**src/rtl/trng_pkg.sv**
```systemverilog
// Shared definitions for the entropy front end and the CRC sampler.
// Holds the conditioning FSM state encoding, a constant-evaluable clog2
// helper used to size counters, and the default health-test cutoffs that
// the sampling_unit_crc top level also refers to.
package trng_pkg;

  typedef enum logic [1:0] {
    ST_STARTUP = 2'd0,
    ST_RUN     = 2'd1,
    ST_FAIL    = 2'd2
  } trng_state_t;

  localparam int TRNG_RCT_CUTOFF   = 32;
  localparam int TRNG_APT_WINDOW   = 512;
  localparam int TRNG_APT_CUTOFF   = 410;
  localparam int TRNG_STARTUP_BITS = 1024;

  // Ceiling log2; returns 0 for 1 so a "+1" width still yields one bit.
  function automatic int trng_clog2(input int value);
    int result;
    int v;
    result = 0;
    v = value - 1;
    while (v > 0) begin
      result = result + 1;
      v = v >> 1;
    end
    return result;
  endfunction

endpackage

```
**src/rtl/trng_health_tests.sv**
```systemverilog
// Repetition-count and adaptive-proportion health tests.
// Ports:
//   clk, rst     system clock, asynchronous active-high reset
//   sample_en    one-cycle qualifier: 'sample' is a new health-tested sample
//   sample       the sample bit
//   restart      clears counters and sticky flags (takes priority over sample_en)
//   rct_fail     sticky repetition-count failure flag
//   apt_fail     sticky adaptive-proportion failure flag
//   rct_hit      combinational: this qualified sample trips the RCT cutoff
//   apt_hit      combinational: this qualified sample trips the APT cutoff
module trng_health_tests
  import trng_pkg::*;
#(
  parameter int RCT_CUTOFF = TRNG_RCT_CUTOFF,
  parameter int APT_WINDOW = TRNG_APT_WINDOW,
  parameter int APT_CUTOFF = TRNG_APT_CUTOFF
) (
  input  logic clk,
  input  logic rst,
  input  logic sample_en,
  input  logic sample,
  input  logic restart,
  output logic rct_fail,
  output logic apt_fail,
  output logic rct_hit,
  output logic apt_hit
);

  localparam int RCT_W = trng_clog2(RCT_CUTOFF) + 1;
  localparam int APT_W = trng_clog2(APT_WINDOW) + 1;
  localparam logic [RCT_W-1:0] RCT_LIMIT = RCT_W'(RCT_CUTOFF);
  localparam logic [APT_W-1:0] APT_LIMIT = APT_W'(APT_CUTOFF);
  localparam logic [APT_W-1:0] WIN_LAST  = APT_W'(APT_WINDOW - 1);

  logic             have_prev;
  logic             prev_bit;
  logic [RCT_W-1:0] run_cnt;
  logic [RCT_W-1:0] run_next;
  logic             ref_bit;
  logic [APT_W-1:0] win_cnt;
  logic [APT_W-1:0] match_cnt;
  logic [APT_W-1:0] match_next;

  // Run length including the current sample; the first sample after reset
  // or restart always starts a fresh run of one. Saturates at the cutoff.
  always_comb begin
    run_next = RCT_W'(1);
    if (have_prev && (sample == prev_bit)) begin
      if (run_cnt == RCT_LIMIT) run_next = run_cnt;
      else                      run_next = run_cnt + 1'b1;
    end
  end

  // A window position of zero means this sample becomes the reference and
  // is itself the first match.
  always_comb begin
    match_next = APT_W'(1);
    if (win_cnt != '0) begin
      if ((sample == ref_bit) && (match_cnt != APT_LIMIT)) match_next = match_cnt + 1'b1;
      else                                                 match_next = match_cnt;
    end
  end

  assign rct_hit = sample_en && (run_next == RCT_LIMIT);
  assign apt_hit = sample_en && (match_next == APT_LIMIT);

  // Counter state and sticky flags; restart behaves like a local reset.
  always_ff @(posedge clk or posedge rst) begin
    if (rst) begin
      have_prev <= 1'b0;
      prev_bit  <= 1'b0;
      run_cnt   <= '0;
      ref_bit   <= 1'b0;
      win_cnt   <= '0;
      match_cnt <= '0;
      rct_fail  <= 1'b0;
      apt_fail  <= 1'b0;
    end else if (restart) begin
      have_prev <= 1'b0;
      prev_bit  <= 1'b0;
      run_cnt   <= '0;
      ref_bit   <= 1'b0;
      win_cnt   <= '0;
      match_cnt <= '0;
      rct_fail  <= 1'b0;
      apt_fail  <= 1'b0;
    end else if (sample_en) begin
      have_prev <= 1'b1;
      prev_bit  <= sample;
      run_cnt   <= run_next;
      if (win_cnt == '0) ref_bit <= sample;
      match_cnt <= match_next;
      win_cnt   <= (win_cnt == WIN_LAST) ? '0 : win_cnt + 1'b1;
      if (rct_hit) rct_fail <= 1'b1;
      if (apt_hit) apt_fail <= 1'b1;
    end
  end

endmodule

```
**src/rtl/vn_debias_health.sv**
```systemverilog
// Entropy front end: synchronises and decimates the raw oscillator bit,
// health-tests the samples, applies von Neumann debiasing and gates the
// result with a STARTUP/RUN/FAIL state machine before sampling_unit_crc.
// Ports:
//   clk           system clock
//   rst           asynchronous, active-high reset
//   raw_bit       asynchronous raw entropy bit
//   clear_fail    one-cycle pulse; leaves FAIL and restarts STARTUP
//   debias_bit    debiased bit, qualified by debias_valid
//   debias_valid  one-cycle pulse
//   rct_fail      sticky repetition-count failure flag
//   apt_fail      sticky adaptive-proportion failure flag
//   src_ok        high only while in RUN
module vn_debias_health
  import trng_pkg::*;
#(
  parameter int SYNC_STAGES  = 2,
  parameter int SAMPLE_DIV   = 4,
  parameter int RCT_CUTOFF   = TRNG_RCT_CUTOFF,
  parameter int APT_WINDOW   = TRNG_APT_WINDOW,
  parameter int APT_CUTOFF   = TRNG_APT_CUTOFF,
  parameter int STARTUP_BITS = TRNG_STARTUP_BITS
) (
  input  logic clk,
  input  logic rst,
  input  logic raw_bit,
  input  logic clear_fail,
  output logic debias_bit,
  output logic debias_valid,
  output logic rct_fail,
  output logic apt_fail,
  output logic src_ok
);

  localparam int DIV_W = trng_clog2(SAMPLE_DIV) + 1;
  localparam int SU_W  = trng_clog2(STARTUP_BITS) + 1;
  localparam logic [DIV_W-1:0] DIV_LAST = DIV_W'(SAMPLE_DIV - 1);
  localparam logic [SU_W-1:0]  SU_LIMIT = SU_W'(STARTUP_BITS);

  logic [SYNC_STAGES-1:0] sync_q;
  logic                   s_bit;
  logic [DIV_W-1:0]       div_cnt;
  logic                   tick;
  trng_state_t            state;
  trng_state_t            state_next;
  logic                   restart;
  logic                   sample_en;
  logic                   rct_hit;
  logic                   apt_hit;
  logic                   any_hit;
  logic [SU_W-1:0]        startup_cnt;
  logic [SU_W-1:0]        startup_inc;
  logic                   pair_full;
  logic                   pair_a;
  logic                   emit;

  // Plain shift-register synchroniser for the asynchronous oscillator bit.
  always_ff @(posedge clk or posedge rst) begin
    if (rst) sync_q <= '0;
    else     sync_q <= {sync_q[SYNC_STAGES-2:0], raw_bit};
  end

  assign s_bit = sync_q[SYNC_STAGES-1];

  // Free-running decimation counter; it is not affected by clear_fail so the
  // sample cadence stays fixed across restarts.
  always_ff @(posedge clk or posedge rst) begin
    if (rst)       div_cnt <= '0;
    else if (tick) div_cnt <= '0;
    else           div_cnt <= div_cnt + 1'b1;
  end

  assign tick = (div_cnt == DIV_LAST);

  // Tests are frozen in FAIL so the sticky flags describe the failure that
  // caused the transition. A clear in FAIL restarts everything, and when it
  // lands on a tick that sample is simply dropped.
  assign restart   = clear_fail && (state == ST_FAIL);
  assign sample_en = tick && (state != ST_FAIL);
  assign any_hit   = rct_hit || apt_hit;

  trng_health_tests #(
    .RCT_CUTOFF (RCT_CUTOFF),
    .APT_WINDOW (APT_WINDOW),
    .APT_CUTOFF (APT_CUTOFF)
  ) u_health (
    .clk       (clk),
    .rst       (rst),
    .sample_en (sample_en),
    .sample    (s_bit),
    .restart   (restart),
    .rct_fail  (rct_fail),
    .apt_fail  (apt_fail),
    .rct_hit   (rct_hit),
    .apt_hit   (apt_hit)
  );

  // Startup sample count including the current tick, saturating at the target.
  always_comb begin
    if (startup_cnt == SU_LIMIT) startup_inc = startup_cnt;
    else                         startup_inc = startup_cnt + 1'b1;
  end

  always_ff @(posedge clk or posedge rst) begin
    if (rst)                                startup_cnt <= '0;
    else if (restart)                       startup_cnt <= '0;
    else if (tick && (state == ST_STARTUP)) startup_cnt <= startup_inc;
  end

  // A failure on the same tick that would finish startup still goes to FAIL.
  always_comb begin
    state_next = state;
    unique case (state)
      ST_STARTUP: begin
        if (any_hit)                            state_next = ST_FAIL;
        else if (tick && (startup_inc == SU_LIMIT)) state_next = ST_RUN;
      end
      ST_RUN: begin
        if (any_hit) state_next = ST_FAIL;
      end
      ST_FAIL: begin
        if (clear_fail) state_next = ST_STARTUP;
      end
      default: state_next = ST_STARTUP;
    endcase
  end

  always_ff @(posedge clk or posedge rst) begin
    if (rst) state <= ST_STARTUP;
    else     state <= state_next;
  end

  assign src_ok = (state == ST_RUN);

  // Pair phase advances on every tick in every state; only a restart or a
  // reset drops a half-collected pair.
  always_ff @(posedge clk or posedge rst) begin
    if (rst) begin
      pair_full <= 1'b0;
      pair_a    <= 1'b0;
    end else if (restart) begin
      pair_full <= 1'b0;
    end else if (tick) begin
      if (!pair_full) begin
        pair_a    <= s_bit;
        pair_full <= 1'b1;
      end else begin
        pair_full <= 1'b0;
      end
    end
  end

  // A differing pair yields its first bit, but only in RUN and only when the
  // completing tick does not also raise a health failure.
  assign emit = tick && pair_full && (pair_a != s_bit) && (state == ST_RUN) && !any_hit;

  always_ff @(posedge clk or posedge rst) begin
    if (rst) begin
      debias_valid <= 1'b0;
      debias_bit   <= 1'b0;
    end else begin
      debias_valid <= emit;
      if (emit) debias_bit <= pair_a;
    end
  end

endmodule

```
**config.mk**
```make
export PLATFORM = sky130hd
export DESIGN_NAME = vn_debias_health
export DESIGN_NICKNAME = d
export VERILOG_FILES = /design/src/rtl/trng_pkg.sv /design/src/rtl/trng_health_tests.sv /design/src/rtl/vn_debias_health.sv
export SDC_FILE = /design/constraint.sdc
export NUM_CORES = 1
export LEC_CHECK = 0
export BUFFER_PORTS_ARGS = -buffer_cell sky130_fd_sc_hd__buf_2
export CAP_MARGIN = 40
export CELL_PAD_IN_SITES_DETAIL_PLACEMENT = 1
export CELL_PAD_IN_SITES_GLOBAL_PLACEMENT = 2
export CORE_MARGIN = 8
export CORE_UTILIZATION = 42
export CTS_CLUSTER_DIAMETER = 80
export DETAILED_ROUTE_END_ITERATION = 10
export GPL_ROUTABILITY_DRIVEN = 0
export HOLD_SLACK_MARGIN = 0.12
export PLACE_DENSITY_LB_ADDON = 0.1
export RECOVER_POWER = 50
export SYNTH_ARGS = -nofsm -noshare
export SYNTH_HDL_FRONTEND = slang
export SYNTH_SLANG_ARGS = --single-unit
```
**constraint.sdc**
```tcl
create_clock -name clk -period 7.2 [get_ports clk]
set_clock_uncertainty 0.1 [all_clocks]
set_input_delay 1.44 -clock clk [delete_from_list [all_inputs] [get_ports clk]]
set_output_delay 1.44 -clock clk [all_outputs]
set_load 0.1 [all_outputs]
```
---- Word-level counts from Yosys, hierarchy flattened ----
Cells that the tools add are included.
storage, ports and cells
  input port bits ......................... 4
  bits in registers ....................... 53
  output and inout bits ................... 5
  logic and storage cells ................. 104
cells by class
  bitwise gates (word level) .............. 2
  muxes and demuxes ....................... 36
  equal/unequal tests ..................... 17
  reduce and logical (&&, ||, !) cells .... 28
  add/sub/neg operators ................... 5
operators with widths
  kind                                                                      number
  10-bit two-way mux                                                        7
  11-bit two-way mux                                                        3
  6-bit two-way mux                                                         4
  11-bit equality test, second input constant                               2
  10-bit by 1-bit adder with 10-bit output, second input constant           2
  10-bit by 9-bit equality test with 1-bit output, second input constant    2
  1-bit two-way mux                                                         16
  6-bit equality test, second input constant                                2
  1-bit logical AND                                                         12
  2-bit nonzero test                                                        6
  11-bit by 1-bit adder with 11-bit output, second input constant           1
  10-bit logical NOT                                                        1
  10-bit by 9-bit inequality test with 1-bit output, second input constant  1
  10-bit nonzero test                                                       1
  2-bit two-way mux                                                         4
  6-bit by 1-bit adder with 6-bit output, second input constant             1
  2-bit one-hot mux with 3 select lines                                     1
  2-bit AND reduction                                                       3
  3-bit AND reduction                                                       2
  2-bit inequality test, second input constant                              2
  3-bit by 1-bit adder with 3-bit output, second input constant             1
  3-bit by 2-bit equality test with 1-bit output, second input constant     1
  3-bit two-way mux                                                         1
  3-bit by 2-bit inequality test with 1-bit output, second input constant   1
  other kinds (9)                                                           11

---- Logic depth before layout (Yosys ltp) ----
Gate-level depths: netlist of run 1.
  depth after elaboration ................. 9
  mapped depth ............................ 9
  depth with buffers taken out ............ 8

---- Cells and area by module ----
Synthesis of run 1 repeated with hierarchy kept, for this count alone.
second synthesis, totals
  cells, all modules ...................... 359
  area, all modules ....................... 3096.7 um^2
by module, submodules not included
  module             instances  cells each  area each (um^2)
  trng_health_tests  1          226         1899.3
  vn_debias_health   1          133         1197.4

---- Least setup slack after synthesis of run 1 ----
Ideal clock, no wire load.
  path type ............................... register -> output
  from .................................... register state[1]
  to ...................................... output port src_ok
  data required time ...................... 5660 ps
  cell stages (with the launch flop) ...... 2
  setup slack ............................. 3865 ps
  data arrival time ....................... 1795 ps
  cells stage by stage .................... dfrtp_1 nor2b_1
on the way
  cells in the longest elaborated chain, start to end .. 1
ends and longest elaborated chain
  element                                         line                     text
  start, declared                                 vn_debias_health.sv:44   trng_state_t state;
  start signal, assigned                          vn_debias_health.sv:130  else state <= state_next;
  2-bit by 1-bit equality test with 1-bit output  vn_debias_health.sv:133  assign src_ok = (state == ST_RUN);
  end, declared                                   vn_debias_health.sv:32   output logic src_ok
Every way passes these cells.

==> results of run 1 <==
-- synth_stat cells, drive strengths merged, types with 2 or more instances --
cell type	n	area, sq um
nor4	3	18.8
and3	14	88.8
a2111oi	2	36.3
a21o	4	31.3
nor2b	8	50.1
nor3	11	55.1
o21ai	51	255
and2	6	37.5
o22ai	3	18.8
nand2	33	124
clkbuf	14	53.8
ha	9	113
nor2	13	48.8
nand2b	6	37.5
nand4	8	50.1
and4	2	17.5
nand4b	2	17.5
o31ai	12	90.1
mux2	2	22.5
a211oi	2	15.0
a21oi	12	60.1
nand3	15	80.1
o211ai	3	27.5
xnor2	8	88.8
a31oi	3	18.8
o211a	2	20.0
dfrtp	53	1330
xor2	6	52.6
or3	5	32.5
nor3b	2	15.0
inv	17	63.8
-- through the flow --
step	std cells	utilization	worst slack, ns	area [sq um]	hold WS, ns
2_1_floorplan	349	-	3.87	3140	0.231
3_3_place_gp	443	0.450	4.17	3260	0.234
3_5_place_dp	444	0.451	4.35	3270	0.238
4_1_cts	452	0.467	4.23	3390	0.261
5_1_grt	452	0.466	2.52	3380	0.267
6_report	452	0.466	3.19	3380	0.260
-- final cells by class --
class                      count  area, sq um
clock buffer                   7         86.3
clock inverter                 1         30.0
fill                         883         3870
inverter                      17         63.8
multi-input combinational    264         1700
sequential                    53         1330
tap                           99          124
timing repair buffer          11         57.6
-- cell families (layout without fill, tap and decap cells) --
family	count (synthesis)	after routing	synth area share
compound gates	105	105	0.219
flops	53	53	0.422
fa+ha+maj	9	9	0.0358
xor+xnor	14	14	0.0450
simple gates	133	133	0.229
mux	3	3	0.0103
buf+inv	32	36	0.0390
-- registers in the layout, summed over array words and instances, names as in the netlist, 2 cells and up --
signal,flops
sync_q,2
u_health.match_cnt,10
state,2
u_health.win_cnt,10
div_cnt,3
startup_cnt,11
u_health.run_cnt,6
-- power groups by stage --
| stage | logic [mW] | registers [mW] | clock network, mW |
|---|---|---|---|
| after CTS | 0.341 | 0.502 | 0.221 |
| final | 0.338 | 0.503 | 0.214 |
| after global routing | 0.382 | 0.520 | 0.230 |
| after detailed placement | 0.339 | 0.507 | 0 |
| after global placement | 0.326 | 0.503 | 0 |
| after floorplan | 0.286 | 0.464 | 0 |
-- routing by layer --
metal / vias up / GRT usage / wire [um]
met5: - / 0 / 0
met2: 20 / 0.265 / 3740
met4: 0 / 0.0418 / 70
met1: 1310 / 0.225 / 3950
met3: 7 / 0.0250 / 171
li1: 1277 / - / -
-- worst max-delay path by stage --
stage	start	end	slack, ns	cells past startpoint
after floorplan	state[1]	src_ok	3.87	1
after global routing	rst	u_health.ref_bit	2.52	3
after global placement	clear_fail	u_health.run_cnt[4]	4.17	5
after CTS	state[0]	src_ok	4.23	2
after detailed placement	clear_fail	startup_cnt[8]	4.35	5
final	rst	state[1]	3.19	3
-- worst max-delay path, delay by kind of cell --
kind	cells	cell delay [ns]
buffers and inverters	3	2.21
==> flow_metrics.env, run 1 <==
export IMPL_worst_pin_slew_ns=2.95
export IMPL_antenna_found_initial=0
export IMPL_syn_nets=362
export IMPL_area_delta_synth_final_pct=7.60
export IMPL_vias=2614
export IMPL_r2r_start="sync_q[1]"
export IMPL_viasPerCell=5.78
export IMPL_synth_flop_cell="dfrtp_1"
export IMPL_dp_hpwl_um=5680
export IMPL_r2r_end="debias_bit"
export IMPL_rows=31
export IMPL_cp_end_kind="async pin"
export IMPL_port_buffer_count=8
export IMPL_rsz0062_at_grt="false"
export IMPL_drive_above_1_share=0.0822
export IMPL_grt_pass1_vias=2652
export IMPL_seqPwrFrac=0.476
export IMPL_diodes=0
export IMPL_slew_limit_headroom=-0.970
export IMPL_wire_per_inst_um=17.6
export IMPL_cts_reportedPaths_clkPinSlew_ns=0.09
export IMPL_slowest_stage="clkbuf_1"
export IMPL_swShare=0.404
export IMPL_required_ns=6.88
export IMPL_ys_warn_count=0
export IMPL_cts_resized=0
export IMPL_synth_cell_types=58
export IMPL_holdPathStages=0
export IMPL_fmax_mhz=249
export IMPL_cellPowerDensity_nw_per_um2=312
export IMPL_clk_latency_ns=0.31
export IMPL_hold_violations=0
export IMPL_violations="max-capacitance violations, max-slew violations"
export IMPL_p_leak_nw=1.47
export IMPL_synth_edf_count=0
export IMPL_finalSetupTns_ns=0
export IMPL_fin_crit_ns=4.01
export IMPL_grt_usage=0.165
export IMPL_max_stage_delay_ns=2.08
export IMPL_final_common_cell="dfrtp_1"
export IMPL_period_share=0.557
export IMPL_ys_seq_area_frac=0.422
export IMPL_p_int_mw=0.629
export IMPL_setup_viol=0
export IMPL_p_sw_mw=0.426
export IMPL_ys_ff_latch=53
export IMPL_htreeDepth=2
export IMPL_grt_remaining_overflow=0
export IMPL_rrSetupSlack_ns=4.54
export IMPL_avgSynthCellArea_sq_um=9.01
export IMPL_status="finished with violations"
export IMPL_grt_pass1_wl_um=13800
export IMPL_synth_async_reset_ratio=1.00
export IMPL_arrival_ns=3.69
export IMPL_ff2ff_path_depth=6
export IMPL_ioPinCount=9
export IMPL_synthCells=349
export IMPL_cts_root_buf="clkbuf_8"
export IMPL_drt_pass1_iter_count=4
export IMPL_start_util=0.434
export IMPL_die_x_um=103
export IMPL_cts_sinks=53
export IMPL_cp_max_fo=53
export IMPL_numCtsBuffers=5
export IMPL_cts_buffer_depth=2
export IMPL_grt_max_degree=54
export IMPL_min_to="sync_q[1]"
export IMPL_slew_viol_final=54
export IMPL_drc=0
export IMPL_first_iter_violations=86
export IMPL_core_sq_um=7250
export IMPL_cp_start_kind="primary input"
export IMPL_die_area_sq_um=10500
export IMPL_vdd_ir_drop_max_mv=0.120
export IMPL_cts_hold_buffers=0
export IMPL_final_cell_mix="dfrtp_1, o21ai_0, nand2_1"
export IMPL_power_mw=1.05
export IMPL_criticalPathCategory="in -> async"
export IMPL_num_nets_final=365
export IMPL_hold_start="sync_q[0]"
export IMPL_ant_nets=0
export IMPL_clock_power_share=0.203
export IMPL_drt_wl_total_um=7940
export IMPL_cts_setup_buffers=0
export IMPL_worstPathCellList="buf_2, inv_1, clkbuf_1"
export IMPL_cts_tree="built"
export IMPL_power_frac_comb=0.321
export IMPL_die_h_um=103
export IMPL_synth_cell_area_sq_um=3140
export IMPL_holdCritPathClass="reg -> reg"
export IMPL_drv_cap=1
(Power assumes the default switching activity.)
==> run 2: changes to the inputs <==
CORE_UTILIZATION = 39   (was 42)
clock period = 3.8 ns   (was 7.2 ns; I/O delays follow)
==> run 2 against run 1 <==
Effect of this change:
- the run now ends clean
- sequential cell count did not move
- hold slack better by 0.015 ns
- routed wire length up 1.4%
- largest cell class unchanged
- power rose by 83%
- critical path depth grew 4
- utilization decreased by 3.4 points
- sequential power increased by 90%
- register-to-register slack worse by 3.2 ns
- largest power group unchanged
- non-clock buffer count unchanged
- worst setup slack worse by 1.9 ns
==> flow_metrics.env, run 2 (synthesis gave the netlist of run 1 again) <==
export IMPL_status="finished clean"
export IMPL_dp_cells=447
export IMPL_die_h_um=106
export IMPL_area_delta_synth_final_pct=6.92
export IMPL_arrival_ns=2.62
export IMPL_required_ns=3.95
export IMPL_grt_max_degree=30
export IMPL_start_util=0.405
export IMPL_cts_tree="built"
export IMPL_num_nets_final=365
export IMPL_die_area_sq_um=11200
export IMPL_cts_resized=0
export IMPL_cp_max_fo=8
export IMPL_slew_viol_final=0
export IMPL_cts_sinks=53
export IMPL_cellPowerDensity_nw_per_um2=574
export IMPL_ant_nets=0
export IMPL_htreeDepth=2
export IMPL_final_core_util=0.433
export IMPL_setup_viol=0
export IMPL_rows=32
export IMPL_power_mw=1.93
export IMPL_slowest_stage="a211oi_1"
export IMPL_diodes=0
export IMPL_drc=0
export IMPL_viasPerCell=5.73
export IMPL_numCtsBuffers=5
export IMPL_port_buffer_count=8
export IMPL_worstPathCellList="inv_1, ha_1, nand3_1, or3_1, a211oi_1, a21o_2, o21a_1"
export IMPL_cts_root_buf="clkbuf_8"
export IMPL_first_iter_violations=67
export IMPL_reg_top3="startup_cnt (11), u_health.match_cnt (10), u_health.win_cnt (10)"
export IMPL_cts_hold_buffers=0
export IMPL_worst_pin_slew_ns=1.15
export IMPL_largest_register_ffs=11
export IMPL_dp_hpwl_um=5670
export IMPL_cp_start_kind="register"
export IMPL_drive_above_1_share=0.0852
export IMPL_ioPinCount=9
export IMPL_period_share=0.650
export IMPL_fill_cells=959
export IMPL_cts_setup_buffers=0
export IMPL_vdd_ir_drop_max_mv=0.246
export IMPL_cts_reportedPaths_clkPinSlew_ns=0.10
export IMPL_wire_per_inst_um=17.7
export IMPL_cts_buffer_depth=2
export IMPL_finalSetupTns_ns=0
export IMPL_slew_limit_headroom=0.231
export IMPL_p_leak_nw=1.46
export IMPL_holdCritPathClass="reg -> reg"
export IMPL_top_register="startup_cnt"
export IMPL_rsz0062_at_grt="false"
export IMPL_grt_remaining_overflow=0
export IMPL_crit_family="compound AO/OA/AOI/OAI gates"
export IMPL_core_sq_um=7770
export IMPL_drv_cap=0
export IMPL_final_cells=454
export IMPL_max_stage_delay_ns=0.60
export IMPL_antenna_found_initial=0
export IMPL_drt_wl_total_um=8050
export IMPL_vias=2603
export IMPL_fin_crit_ns=2.47
export IMPL_final_common_cell="dfrtp_1"
export IMPL_hold_violations=0
export IMPL_fmax_mhz=405
export IMPL_grt_pass1_vias=2719
export IMPL_clk_latency_ns=0.31
export IMPL_grt_pass1_wl_um=13900
export IMPL_die_x_um=106
export IMPL_grt_usage=0.151
export IMPL_drt_pass1_iter_count=4
export IMPL_final_cell_mix="dfrtp_1, o21ai_0, nand2_1"
export IMPL_cp_end_kind="register"
export IMPL_criticalPathCategory="reg -> reg"
export IMPL_cp_num_buf_inv=1
## run 2: per-layer routing
layer / wire length (um) / up-vias / GRT usage
li1: - / 1273 / -
met1: 4080 / 1305 / 0.200
met2: 3770 / 19 / 0.250
met3: 138 / 6 / 0.0244
met4: 62 / 0 / 0.0332
met5: 0 / - / 0
## run 2: cell type report
class	instances	area, sq um	share of cell area
clock buffer	7	86.3	0.0257
inverter	17	63.8	0.0190
timing repair buffer	11	62.6	0.0186
multi-input combinational	264	1700	0.504
tap	102	128	0.0380
sequential	53	1330	0.394
## run 2: worst paths after layout
path,start,endpoint,slack (ns),depth (start not counted)
max,u_health.run_cnt[0],state[1],1.33,7
min,sync_q[0],sync_q[1],0.27,0
max reg2reg,u_health.run_cnt[0],state[1],1.33,7
min reg2reg,sync_q[0],sync_q[1],0.27,0
max in group asynchronous,rst,state[1],2.00,3
min in group asynchronous,rst,u_health.match_cnt[2],0.63,2
## run 2: worst reg2reg max path, stage by stage (launching register included)
cell	delay [ns]
dfrtp_1	0.49
inv_1	0.13
ha_1	0.17
nand3_1	0.22
or3_1	0.40
a211oi_1	0.60
a21o_2	0.21
o21a_1	0.11
## run 2: where the power goes
part	switching, mW	internal, mW
Combinational	0.375	0.261
Sequential	0.238	0.716
Clock	0.195	0.146
## run 2: through the flow
step / instance area, sq um / hold WS [ns] / worst slack (ns)
after floorplan: 3140 / 0.231 / 1.03
final: 3360 / 0.275 / 1.33
after global routing: 3360 / 0.297 / 1.18
after global placement: 3280 / 0.253 / 1.42
after CTS: 3360 / 0.276 / 1.34
after detailed placement: 3280 / 0.252 / 1.35
